<file path="src/rtl/boot_rom_arbiter.sv">
// Round-robin arbiter sharing the single-port boot ROM between TCDM-style masters.
// Illegal accesses (writes, out-of-window, locked) get a local error response with the same 1-cycle latency.
module boot_rom_arbiter #(
  parameter int unsigned              NB_MASTERS     = 3,
  parameter int unsigned              ADDR_WIDTH     = 32,
  parameter int unsigned              DATA_WIDTH     = 40,
  parameter logic [ADDR_WIDTH-1:0]    ROM_START_ADDR = 32'h1A00_0000,
  parameter int unsigned              ROM_SIZE       = 8192,
  parameter logic [DATA_WIDTH-1:0]    ERR_DATA       = 40'hBA_DDEC_0DE0
) (
  input  logic                                  clk_i,
  input  logic                                  rst_i,
  input  logic                                  lock_i,
  input  logic [NB_MASTERS-1:0]                 req_i,
  input  logic [NB_MASTERS-1:0]                 wen_i,
  input  logic [NB_MASTERS-1:0][ADDR_WIDTH-1:0] add_i,
  output logic [NB_MASTERS-1:0]                 gnt_o,
  output logic [NB_MASTERS-1:0]                 r_valid_o,
  output logic [DATA_WIDTH-1:0]                 r_rdata_o,
  output logic                                  r_opc_o,
  output logic                                  rom_req_o,
  output logic [ADDR_WIDTH-1:0]                 rom_add_o,
  input  logic                                  rom_gnt_i,
  input  logic                                  rom_r_valid_i,
  input  logic [DATA_WIDTH-1:0]                 rom_r_rdata_i
);

  localparam int unsigned IDX_W = $clog2(NB_MASTERS);
  localparam logic [ADDR_WIDTH:0] ROM_SIZE_W = (ADDR_WIDTH+1)'(ROM_SIZE);
  localparam logic [IDX_W:0] NB_W = (IDX_W+1)'(NB_MASTERS);
  localparam logic [IDX_W-1:0] LAST_IDX = IDX_W'(NB_MASTERS - 1);

  // One extra bit keeps addresses below the window from wrapping into a false hit.
  function automatic logic in_window(input logic [ADDR_WIDTH-1:0] addr);
    logic [ADDR_WIDTH:0] ofs;
    ofs = {1'b0, addr} - {1'b0, ROM_START_ADDR};
    return ofs < ROM_SIZE_W;
  endfunction

  logic [IDX_W-1:0] rr_q;
  logic             resp_vld_q;
  logic [IDX_W-1:0] resp_idx_q;
  logic             resp_err_q;

  logic [IDX_W-1:0] win_idx;
  logic [IDX_W:0]   cand;
  logic             found;
  logic             any_req;
  logic             win_legal;
  logic             granted;

  // Stage 0: combinational arbitration and grant
  always_comb begin
    any_req = |req_i;
    win_idx = '0;
    found   = 1'b0;
    cand    = '0;
    for (int i = 0; i < NB_MASTERS; i++) begin
      cand = {1'b0, rr_q} + (IDX_W+1)'(i);
      if (cand >= NB_W) cand = cand - NB_W;
      if (!found && req_i[cand[IDX_W-1:0]]) begin
        found   = 1'b1;
        win_idx = cand[IDX_W-1:0];
      end
    end
    win_legal = req_i[win_idx] & wen_i[win_idx] & ~lock_i & in_window(add_i[win_idx]);
    granted   = any_req & (win_legal ? rom_gnt_i : 1'b1);
    gnt_o     = '0;
    if (any_req) gnt_o[win_idx] = win_legal ? rom_gnt_i : 1'b1;
    rom_req_o = win_legal;
    rom_add_o = add_i[win_idx];
  end

  // Stage 1: pointer and response tracking
  always_ff @(posedge clk_i or posedge rst_i) begin
    if (rst_i) begin
      rr_q       <= '0;
      resp_vld_q <= 1'b0;
      resp_idx_q <= '0;
      resp_err_q <= 1'b0;
    end else begin
      if (granted) rr_q <= (win_idx == LAST_IDX) ? '0 : win_idx + 1'b1;
      resp_vld_q <= granted;
      resp_idx_q <= win_idx;
      resp_err_q <= ~win_legal;
    end
  end

  always_comb begin
    r_valid_o             = '0;
    r_valid_o[resp_idx_q] = resp_vld_q;
    r_rdata_o             = resp_err_q ? ERR_DATA : rom_r_rdata_i;
    r_opc_o               = resp_vld_q & resp_err_q;
  end

  // A legal grant must see the ROM answer exactly one cycle later.
  rom_rvalid_chk: assert property (@(posedge clk_i) disable iff (rst_i)
    (resp_vld_q && !resp_err_q) |-> rom_r_valid_i);

endmodule

</file>
<file path="config.mk">
export PLATFORM = sky130hd
export DESIGN_NAME = boot_rom_arbiter
export DESIGN_NICKNAME = d
export VERILOG_FILES = /design/src/rtl/boot_rom_arbiter.sv
export SDC_FILE = /design/constraint.sdc
export NUM_CORES = 1
export LEC_CHECK = 0
export ABC_AREA = 1
export BUFFER_PORTS_ARGS = -buffer_cell sky130_fd_sc_hd__buf_2
export CAP_MARGIN = 20
export CORE_AREA = 2 2 88 90
export DETAILED_ROUTE_END_ITERATION = 12
export DIE_AREA = 0 0 90 92
export PLACE_DENSITY = 0.76
export SYNTH_ARGS = -nofsm -noshare
export SYNTH_HDL_FRONTEND = slang
export SYNTH_SLANG_ARGS = --single-unit
</file>
<file path="constraint.sdc">
create_clock -name clk_i -period 10.1 [get_ports clk_i]
set_clock_uncertainty 0.1 [all_clocks]
set_input_delay 2.02 -clock clk_i [delete_from_list [all_inputs] [get_ports clk_i]]
set_output_delay 2.02 -clock clk_i [all_outputs]
set_load 0.005 [all_outputs]
</file>
# After elaboration in Yosys (flattened, before gate mapping)

Cells that the tools add are included.

Register bits: 6
Input port bits: 147
Output and inout bits: 80
Word-level logic and storage cells: 67

Add/subtract/negate cells: 7
Magnitude comparators: 11
Eq/ne operators: 1
Mux-type cells: 28
Bitwise logic cells: 9
Reductions and logical operators: 7

Operators with widths:

| operator                                             | count |
|---|---|
| binary-select mux 32 bit (select 2 bit)              | 1 |
| two-way mux 40 bit                                   | 1 |
| < comparator 33 x 14 -> 1 bit, second input constant | 1 |
| subtractor 32 x 29 -> 33 bit, second input constant  | 1 |
| two-way mux 32 bit                                   | 1 |
| < comparator 2 x 3 -> 1 bit, second input constant   | 5 |
| two-way mux 2 bit                                    | 7 |
| binary-select mux 1 bit (select 2 bit)               | 5 |
| two-way mux 1 bit                                    | 10 |
| bitwise AND 3 bit                                    | 2 |
| >= comparator 3 x 2 -> 1 bit, second input constant  | 2 |
| subtractor 2 bit, second input constant              | 3 |
| bitwise AND 1 bit                                    | 5 |
| demux 1 bit (select 2 bit)                           | 2 |
| >= comparator 2 x 1 -> 1 bit, second input constant  | 2 |
| logical AND 1 bit                                    | 4 |
| adder 2 x 1 -> 3 bit, second input constant          | 1 |
| adder 2 x 2 -> 3 bit, second input constant          | 1 |
| two-way mux 3 bit                                    | 1 |
| OR reduction 3 bit                                   | 1 |
| adder 2 x 1 -> 2 bit, second input constant          | 1 |
| == test 2 bit, second input constant                 | 1 |
| >= comparator 2 bit, second input constant           | 1 |
| zero test 1 bit                                      | 2 |
| NOT 1 bit                                            | 2 |

# Logic depth before layout (Yosys ltp)

Gate-level depths: netlist of run 1.

Depth after elaboration: 19
Mapped depth: 25
Gate-level depth less buffers: 25

# Worst setup path before layout of run 1

No wires, ideal clock.

Path kind: in2out
Start point: in req_i[2]
End point: out gnt_o[0]
Data arrival time: 3.725 ns
Data required time: 7.980 ns
Path slack: 4.255 ns
Stages: 20
Buffers on the path: 1
Cells stage by stage: inv_1 > o21ai_1 > nand2_1 > nand3_4 > inv_2 > nand2_4 > nand2_8 > buf_12 > nand2_2 > nand2_2 > nand2_2 > inv_2 > nor2_1 > nor2_1 > nor2_2 > nand2_1 > nor2_1 > nand3_2 > nand2_2 > nor2_1

Longest elaborated chain between the ends: 17
Elaborated cells between the ends (all ways): 35
Those cells by class: 1 x add/sub; 3 x order compare; 21 x mux; 4 x bitwise; 6 x reduce/logical

Ends and longest elaborated chain:

| what                                                                                              | RTL line | RTL |
|---|---|---|
| from (decl)                                                                                       | 14       | `input logic [NB_MASTERS-1:0] req_i,` |
| binary-select mux 1 bit (select 2 bit)                                                            | 61       | `if (!found && req_i[cand[IDX_W-1:0]]) begin` |
| two-way mux 1 bit (implied by the code)                                                           | 61       |  |
| two-way mux 1 bit                                                                                 | 61       |  |
| zero test 1 bit                                                                                   | 61       |  |
| logical AND 1 bit                                                                                 | 61       |  |
| two-way mux 1 bit                                                                                 | 61       |  |
| zero test 1 bit                                                                                   | 61       |  |
| logical AND 1 bit                                                                                 | 61       |  |
| two-way mux 2 bit                                                                                 | 61       |  |
| binary-select mux 32 bit (select 2 bit) or binary-select mux 1 bit (select 2 bit) (tied branches) | 66       | `win_legal = req_i[win_idx] & wen_i[win_idx] & ~lock_i & in_window(add_i[win_idx]);` |
| two-way mux 32 bit (implied by the code) or two-way mux 1 bit (tied branches)                     | 66       |  |
| subtractor 32 x 29 -> 33 bit or bitwise AND 1 bit (tied branches)                                 | 36, 66   |  |
| < comparator 33 x 14 -> 1 bit or bitwise AND 1 bit (tied branches)                                | 37, 66   |  |
| bitwise AND 1 bit                                                                                 | 66       |  |
| two-way mux 1 bit                                                                                 | 69       | `if (any_req) gnt_o[win_idx] = win_legal ? rom_gnt_i : 1'b1;` |
| bitwise AND 3 bit (no source line)                                                                | --       |  |
| two-way mux 3 bit (*)                                                                             | 69       |  |
| to (decl)                                                                                         | 17       | `output logic [NB_MASTERS-1:0] gnt_o,` |

Mark *: on every way between the ends. The rest lies on a longest branch, timed or not. The select of a mux whose other input is x is not followed.

# Worst setup path after layout of run 1

Start point: in req_i[2]
End point: out gnt_o[1]

Same word-level chain as after synthesis.

==> results of run 1 <==
-- power by group --
part / switching (mW) / internal, mW
clock network: 0.00922 / 0.0255
registers: 0.00703 / 0.0325
logic: 0.897 / 0.489
total: 0.913 / 0.547
-- per-stage QoR --
step                cell area [µm²]  cells  setup WS [ns]  utilization (%)
floorplan                      2140    403           4.25                -
global placement               3260    713           3.13             43.8
detailed placement             3260    713           3.06             43.8
CTS                            3310    716           3.04             44.4
global route                   3310    716           2.66             44.4
finish                         3310    716           3.06             44.4
-- state kept, by name (all words and copies together) (netlist names) --
name,count
resp_idx_q,2
rr_q,2
resp_err_q,1
resp_vld_q,1
-- worst paths after layout --
path / slack [ns] / end / startpoint
setup / recovery: 3.06 / gnt_o[1] / req_i[2]
hold / removal: 0.45 / rr_q[1] / rr_q[1]
setup reg to reg: 6.37 / rr_q[0] / rr_q[0]
hold reg to reg: 0.45 / rr_q[1] / rr_q[1]
max in group asynchronous: 8.10 / resp_err_q / rst_i
min in group asynchronous: 1.62 / resp_idx_q[1] / rst_i
-- per-layer routing --
layer	wire length [µm]	track usage [%]
met5	0	0
met4	157	5.26
met3	711	4.52
met2	4080	37.8
met1	3000	18.2
-- layout by cell type, fill, tap and decap left out, drive strengths merged --
master	instances
nand4	4
nor3b	1
nor3	4
a21oi	11
xnor2	1
or2	22
nand2	147
nand3b	2
clkbuf	3
ha	4
buf	225
nor2	52
inv	66
o211ai	1
o21ai	6
nand3	59
dfrtp	6
-- cells by family (layout without fill, tap and decap cells) --
kind of cell,after synthesis,after routing,synth area share (%)
AOI/OAI and AO/OA,18,18,5.56
DFF,6,6,7.02
adders and majority gates,4,4,2.34
xor gates and xnor gates,1,1,0.410
and+or+nand+nor,291,291,67.0
buffers and inverters,83,294,17.7
-- worst reg2reg max path, cell delays in order, from the launching register on --
cell	delay, ns
dfrtp_1	0.40
inv_1	0.09
ha_1	0.38
inv_2	0.13
nand2_1	0.06
nand3_1	0.07
nand2_1	0.10
nand3_4	0.13
nand3_2	0.09
nand2_4	0.29
inv_4	0.24
nor2_4	0.45
nand2_1	0.09
nand3_1	0.11
nand2_1	0.07
nor2_1	0.11
nand2_1	0.06
nor2_1	0.10
nand2_1	0.06
nor2_1	0.12
nand3_2	0.12
nand2_2	0.15
nand2_1	0.07
nand2_1	0.06
-- final cells by class --
type                            instances  area share (%)
Clock buffer                            3            1.25
Inverter                               66            7.57
Multi-Input combinational cell        314            48.7
Sequential cell                         6            4.54
Tap cell                              102            3.86
Timing Repair Buffer                  225            34.1
==> results.json, run 1 <==
{
  "portBuffers": 225,
  "grt_pass1_wl_um": 13000,
  "ctsResizeCount": 0,
  "ctsHoldBuffers": 0,
  "drive_gt1_share_pct": 49.2,
  "netlist_top_cells_count": "nand2_1 (129), inv_1 (56), nor2_1 (49)",
  "yosys.area.top_type": "nand2_1",
  "vias": 3264,
  "syn-cell-area_mm2": 0.00214,
  "ant_nets": 0,
  "netlist_top_cells_area": "nand2_1 (23%), nand3_1 (11%), inv_1 (9.8%)",
  "drtIter0Drc": 70,
  "cp_cell_sequence": "buf_2 > inv_1 > o21ai_1 > nand2_1 > nand3_4 > nand3_2 > nand2_4 > inv_4 > nor2_4 > nand2_1 > nand3_1 > nand2_1 > nor2_1 > nand2_1 > nor2_1 > nand2_1 > nor2_1 > nand3_2 > nand2_2 > nor2_1 > buf_2",
  "vias_per_cell": 4.56,
  "whs_path_depth": 2,
  "io_pins": 227,
  "antenna_found_initial": 0,
  "critPathRequiredTime_ns": 7.98,
  "crit_cells": 21,
  "synth-seq-area-share_pct": 7.02,
  "n_fill_cell": 820,
  "synth.distinct_cells": 35,
  "fin_crit_ns": 7.04,
  "crit_path_frequent_cell": "nand2_1",
  "cp-start-kind": "input port",
  "cts_max_path_buffers": 2,
  "crit_arrival_ns": 4.92,
  "row_count": 32,
  "place_hpwl_um": 6760,
  "gp_congestion": 0.810,
  "grt_use_total_pct": 18.5,
  "die_w_um": 90,
  "report.final.slew_viol_count": 0,
  "synth_ff_type": "dfrtp_1",
  "firstDrtPassIters": 4,
  "drc_errors": 0,
  "wirelength_um": 7950,
  "clk_pin_slew_ns": 0.03,
  "maxCapViolCount": 0,
  "htree_levels": 1,
  "max_stage_delay_ns": 0.45,
  "yosysWarnings": 0,
  "cts_tree": "built",
  "r2r_cells": 23,
  "syn_to_final_growth_pct": 54.6,
  "post-cts-setup-buffers": 0,
  "cts-root-buf": "clkbuf_8",
  "yosysMostFrequentCell": "nand2_1",
  "register_area_um2": 150,
  "clock-sinks": 6,
  "rsz0062_at_grt": "no",
  "critPathTopFamily": "simple AND/OR/NAND/NOR gates",
  "initial_utilization_pct": 28.7,
  "whs_ns": 0.454,
  "dieHeight_um": 92,
  "post_drt_wl_per_cell_um": 11.1,
  "synthArstFlopShare_pct": 100,
  "ir_worst_vdd_mv": 0.276,
  "critPathMaxFanout": 33,
  "synth_top_area_share_pct": 22.6,
  "power_leakage_nw": 2.06,
  "num_antenna_cells": 0,
  "synth-seq-cells": 6,
  "layout.nets": 767,
  "setup-violations-final": 0,
  "multi_input_area_mm2": 0.00161,
  "slowest_stage": "nor2_4",
  "crit_type": "input port to primary output",
  "overflow": 0,
  "cp.buffers_inverters": 4,
  "outcome": "finished clean",
  "grt_pass1_vias": 3139,
  "finalHoldViolCount": 0,
  "powerDensity_mw_per_mm2": 442,
  "cts_buffers": 3,
  "power_mw": 1.46,
  "fmax_mhz": 142,
  "grt_start_max_net_pins": 42,
  "synthesis.nets": 554,
  "finalCritPeriodShare_pct": 69.7,
  "clock_latency_ns": 0.22,
  "tightest_slew_ns": 0.967,
  "relSlewSlack_pct": 35.5,
  "core_area_mm2": 0.00745,
  "tns_ns": 0,
  "synth_edf_count": 0,
  "end_kind": "primary output",
  "fp.dieArea_mm2": 0.00828,
  "syn_area_per_cell_um2": 5.31,
  "hp-class": "flop to flop",
  "syn_inst": 403
}
No activity file was read; power rests on OpenSTA's default activity.
==> run 2: changes to the inputs <==
--- a/config.mk
+++ b/config.mk
@@ -5,13 +5,13 @@
 export SDC_FILE = /design/constraint.sdc
 export NUM_CORES = 1
 export LEC_CHECK = 0
-export ABC_AREA = 1
+export ABC_AREA = 0
 export BUFFER_PORTS_ARGS = -buffer_cell sky130_fd_sc_hd__buf_2
 export CAP_MARGIN = 20
 export CORE_AREA = 2 2 88 90
 export DETAILED_ROUTE_END_ITERATION = 12
 export DIE_AREA = 0 0 90 92
-export PLACE_DENSITY = 0.76
+export PLACE_DENSITY = 0.77
 export SYNTH_ARGS = -nofsm -noshare
 export SYNTH_HDL_FRONTEND = slang
 export SYNTH_SLANG_ARGS = --single-unit
==> constraint.sdc (replaced) <==
create_clock -name clk_i -period 6.15 [get_ports clk_i]
set_clock_uncertainty 0.1 [all_clocks]
set_input_delay 1.23 -clock clk_i [delete_from_list [all_inputs] [get_ports clk_i]]
set_output_delay 1.23 -clock clk_i [all_outputs]
set_load 0.005 [all_outputs]
==> run 2 against run 1 <==
Synthesized cell count is 31% lower; design area is 3.5% lower; register-to-register slack worse by 4.7 ns; via count decreased by 16%; sequential power is 62% higher; sequential cell count did not move; routed wire length down 6.6%; clock power is 62% higher; global-route usage shrank 1.8 points; setup slack got worse by 2.8 ns; clock-buffer cell count unchanged; critical path type unchanged; largest power group unchanged.
==> results.json, run 2 <==
{
  "outcome": "finished clean",
  "drt-met1-wl_um": 2720,
  "hp-class": "flop to flop",
  "place_hpwl_um": 6380,
  "clock-sinks": 6,
  "whs_ns": 0.477,
  "post-cts-setup-buffers": 0,
  "critPathRequiredTime_ns": 4.82,
  "placed_area_mm2": 0.00315,
  "row_count": 32,
  "max_stage_delay_ns": 0.52,
  "ant_nets": 0,
  "grt_use_total_pct": 16.8,
  "critPathMaxFanout": 13,
  "cts_max_path_buffers": 2,
  "whs_path_depth": 1,
  "cp_cell_sequence": "buf_2 > nand3b_1 > a21oi_2 > a41o_2 > buf_4 > mux2i_1 > o21ai_0 > or4_1 > or4_4 > o31ai_4 > nor2_1 > buf_2",
  "synthArstFlopShare_pct": 100,
  "relSlewSlack_pct": 37.8,
  "layout.nets": 644,
  "gp_congestion": 0.792,
  "tns_ns": 0,
  "grt_start_max_net_pins": 42,
  "syn_area_per_cell_um2": 7.24,
  "rsz0062_at_grt": "no",
  "yosysMostFrequentCell": "nand2_1",
  "grt_pass1_wl_um": 11800,
  "die_w_um": 90,
  "drtIter0Drc": 147,
  "yosysWarnings": 0,
  "netlist_top_cells_area": "mux2i_1 (13%), dfrtp_1 (7.5%), or2_2 (6.8%)",
  "dieHeight_um": 92,
  "finalCritPeriodShare_pct": 95.5,
  "overflow": 0,
  "fp.dieArea_mm2": 0.00828,
  "hp-start": "rr_q[1]",
  "clk_pin_slew_ns": 0.03,
  "reg2reg_to": "rr_q[0]",
  "powerDensity_mw_per_mm2": 450,
  "crit_type": "input port to primary output",
  "cp-start-kind": "input port",
  "worst_slack_ns": 0.277,
  "maxCapViolCount": 0,
  "synth.distinct_cells": 58,
  "synth-seq-cells": 6,
  "dp_cells": 590,
  "r2r_setup_slack_ns": 1.67,
  "syn_inst": 278,
  "synthesis.nets": 429,
  "hold-path-endpoint": "rr_q[1]",
  "htree_levels": 1,
  "clock_latency_ns": 0.22,
  "tightest_slew_ns": 0.932,
  "synth_top_area_share_pct": 12.9,
  "yosys.area.top_type": "mux2i_1",
  "antenna_found_initial": 0,
  "mostFrequentLayoutCells": "buf_2 (225), nand2_1 (29), mux2i_1 (26)",
  "wl_met3_um": 634,
  "synth_ff_type": "dfrtp_1",
  "end_kind": "primary output",
  "crit_arrival_ns": 4.54,
  "initial_utilization_pct": 27.0,
  "core_area_mm2": 0.00745,
  "finalHoldViolCount": 0,
  "top_regs": "resp_idx_q: 2 flops, rr_q: 2 flops",
  "synth-seq-area-share_pct": 7.46,
  "power_mw": 1.44,
  "r2r-start": "rr_q[0]",
  "crit_path_frequent_cell": "buf_2",
  "ctsResizeCount": 0,
  "cts_buffers": 3,
  "stdcell_area_mm2": 0.00319,
  "postLayoutCoreUtil_pct": 42.8,
  "num_antenna_cells": 0,
  "vias": 2754,
  "ir_worst_vdd_mv": 0.261,
  "netlist_top_cells_count": "nand2_1 (29), mux2i_1 (26), inv_1 (22), or2_2 (22), nor2b_1 (21)",
  "post_drt_wl_per_cell_um": 12.5,
  "final_common_cell": "buf_2",
  "fmax_mhz": 170,
  "portBuffers": 225,
  "setup-violations-final": 0,
  "slowest_stage": "or4_1",
  "cts-root-buf": "clkbuf_8",
  "firstDrtPassIters": 7,
  "dp_slack_ns": 0.271,
  "wl_met2_um": 4040,
  "synth_edf_count": 0,
  "r2r_cells": 12,
  "wirelength_um": 7430,
  "fin_crit_ns": 5.87,
  "layout.cells.non_filler": 593,
  "io_pins": 227,
  "topRoutingLayerUsed": "met4",
  "power_leakage_nw": 1.75,
  "cts_tree": "built",
  "syn_to_final_growth_pct": 58.5,
  "grt_pass1_vias": 2638,
  "drive_gt1_share_pct": 56.6,
  "report.final.slew_viol_count": 0,
  "drc_errors": 0,
  "vias_per_cell": 4.64,
  "syn-cell-area_mm2": 0.00201,
  "ctsHoldBuffers": 0
}
==> run 2: area by class of cell <==
class	instances	area (µm²)
Fill cell	753	4260
Multi-Input combinational cell	229	1620
Timing Repair Buffer	230	1160
Sequential cell	6	150
Tap cell	102	128
Inverter	23	86.3
Clock buffer	3	41.3
==> run 2: how the worst max path moves through the flow <==
stage / start / endpoint / slack [ns] / cells past startpoint
2_1_floorplan: req_i[1] / gnt_o[0] / 0.99 / 11
3_3_place_gp: req_i[2] / gnt_o[0] / 0.32 / 12
3_5_place_dp: req_i[2] / gnt_o[0] / 0.27 / 12
4_1_cts: req_i[2] / gnt_o[0] / 0.27 / 12
5_1_grt: req_i[2] / gnt_o[0] / 0.07 / 12
6_report: req_i[2] / gnt_o[0] / 0.28 / 12
==> run 2: logic make-up after synthesis <==
family          Yosys count  synth area share, %
fa+ha+maj                 4                 2.49
simple gates            119                 33.6
compound gates           68                 24.0
flops                     6                 7.46
buf+inv                  43                 12.1
mux                      37                 19.9
xor+xnor                  1                0.435
==> run 2: worst max-delay path: cells and delay by family <==
kind | cells | cell delay (ns)
and+or+nand+nor | 4 | 1.31
AOI/OAI and AO/OA | 4 | 1.27
buffers and inverters | 3 | 0.53
muxes | 1 | 0.18
==> run 2: per-layer routing <==
metal	up-vias	GRT usage [%]
met5	-	0
met4	0	2.82
met3	2	2.47
met2	157	35.2
met1	1197	17.5
li1	1398	-
==> run 2: report_power, final <==
group	total [mW]	switching, mW	internal [mW]
Clock	0.0563	0.0145	0.0418
Sequential	0.0643	0.0113	0.0530
Combinational	1.31	0.711	0.603
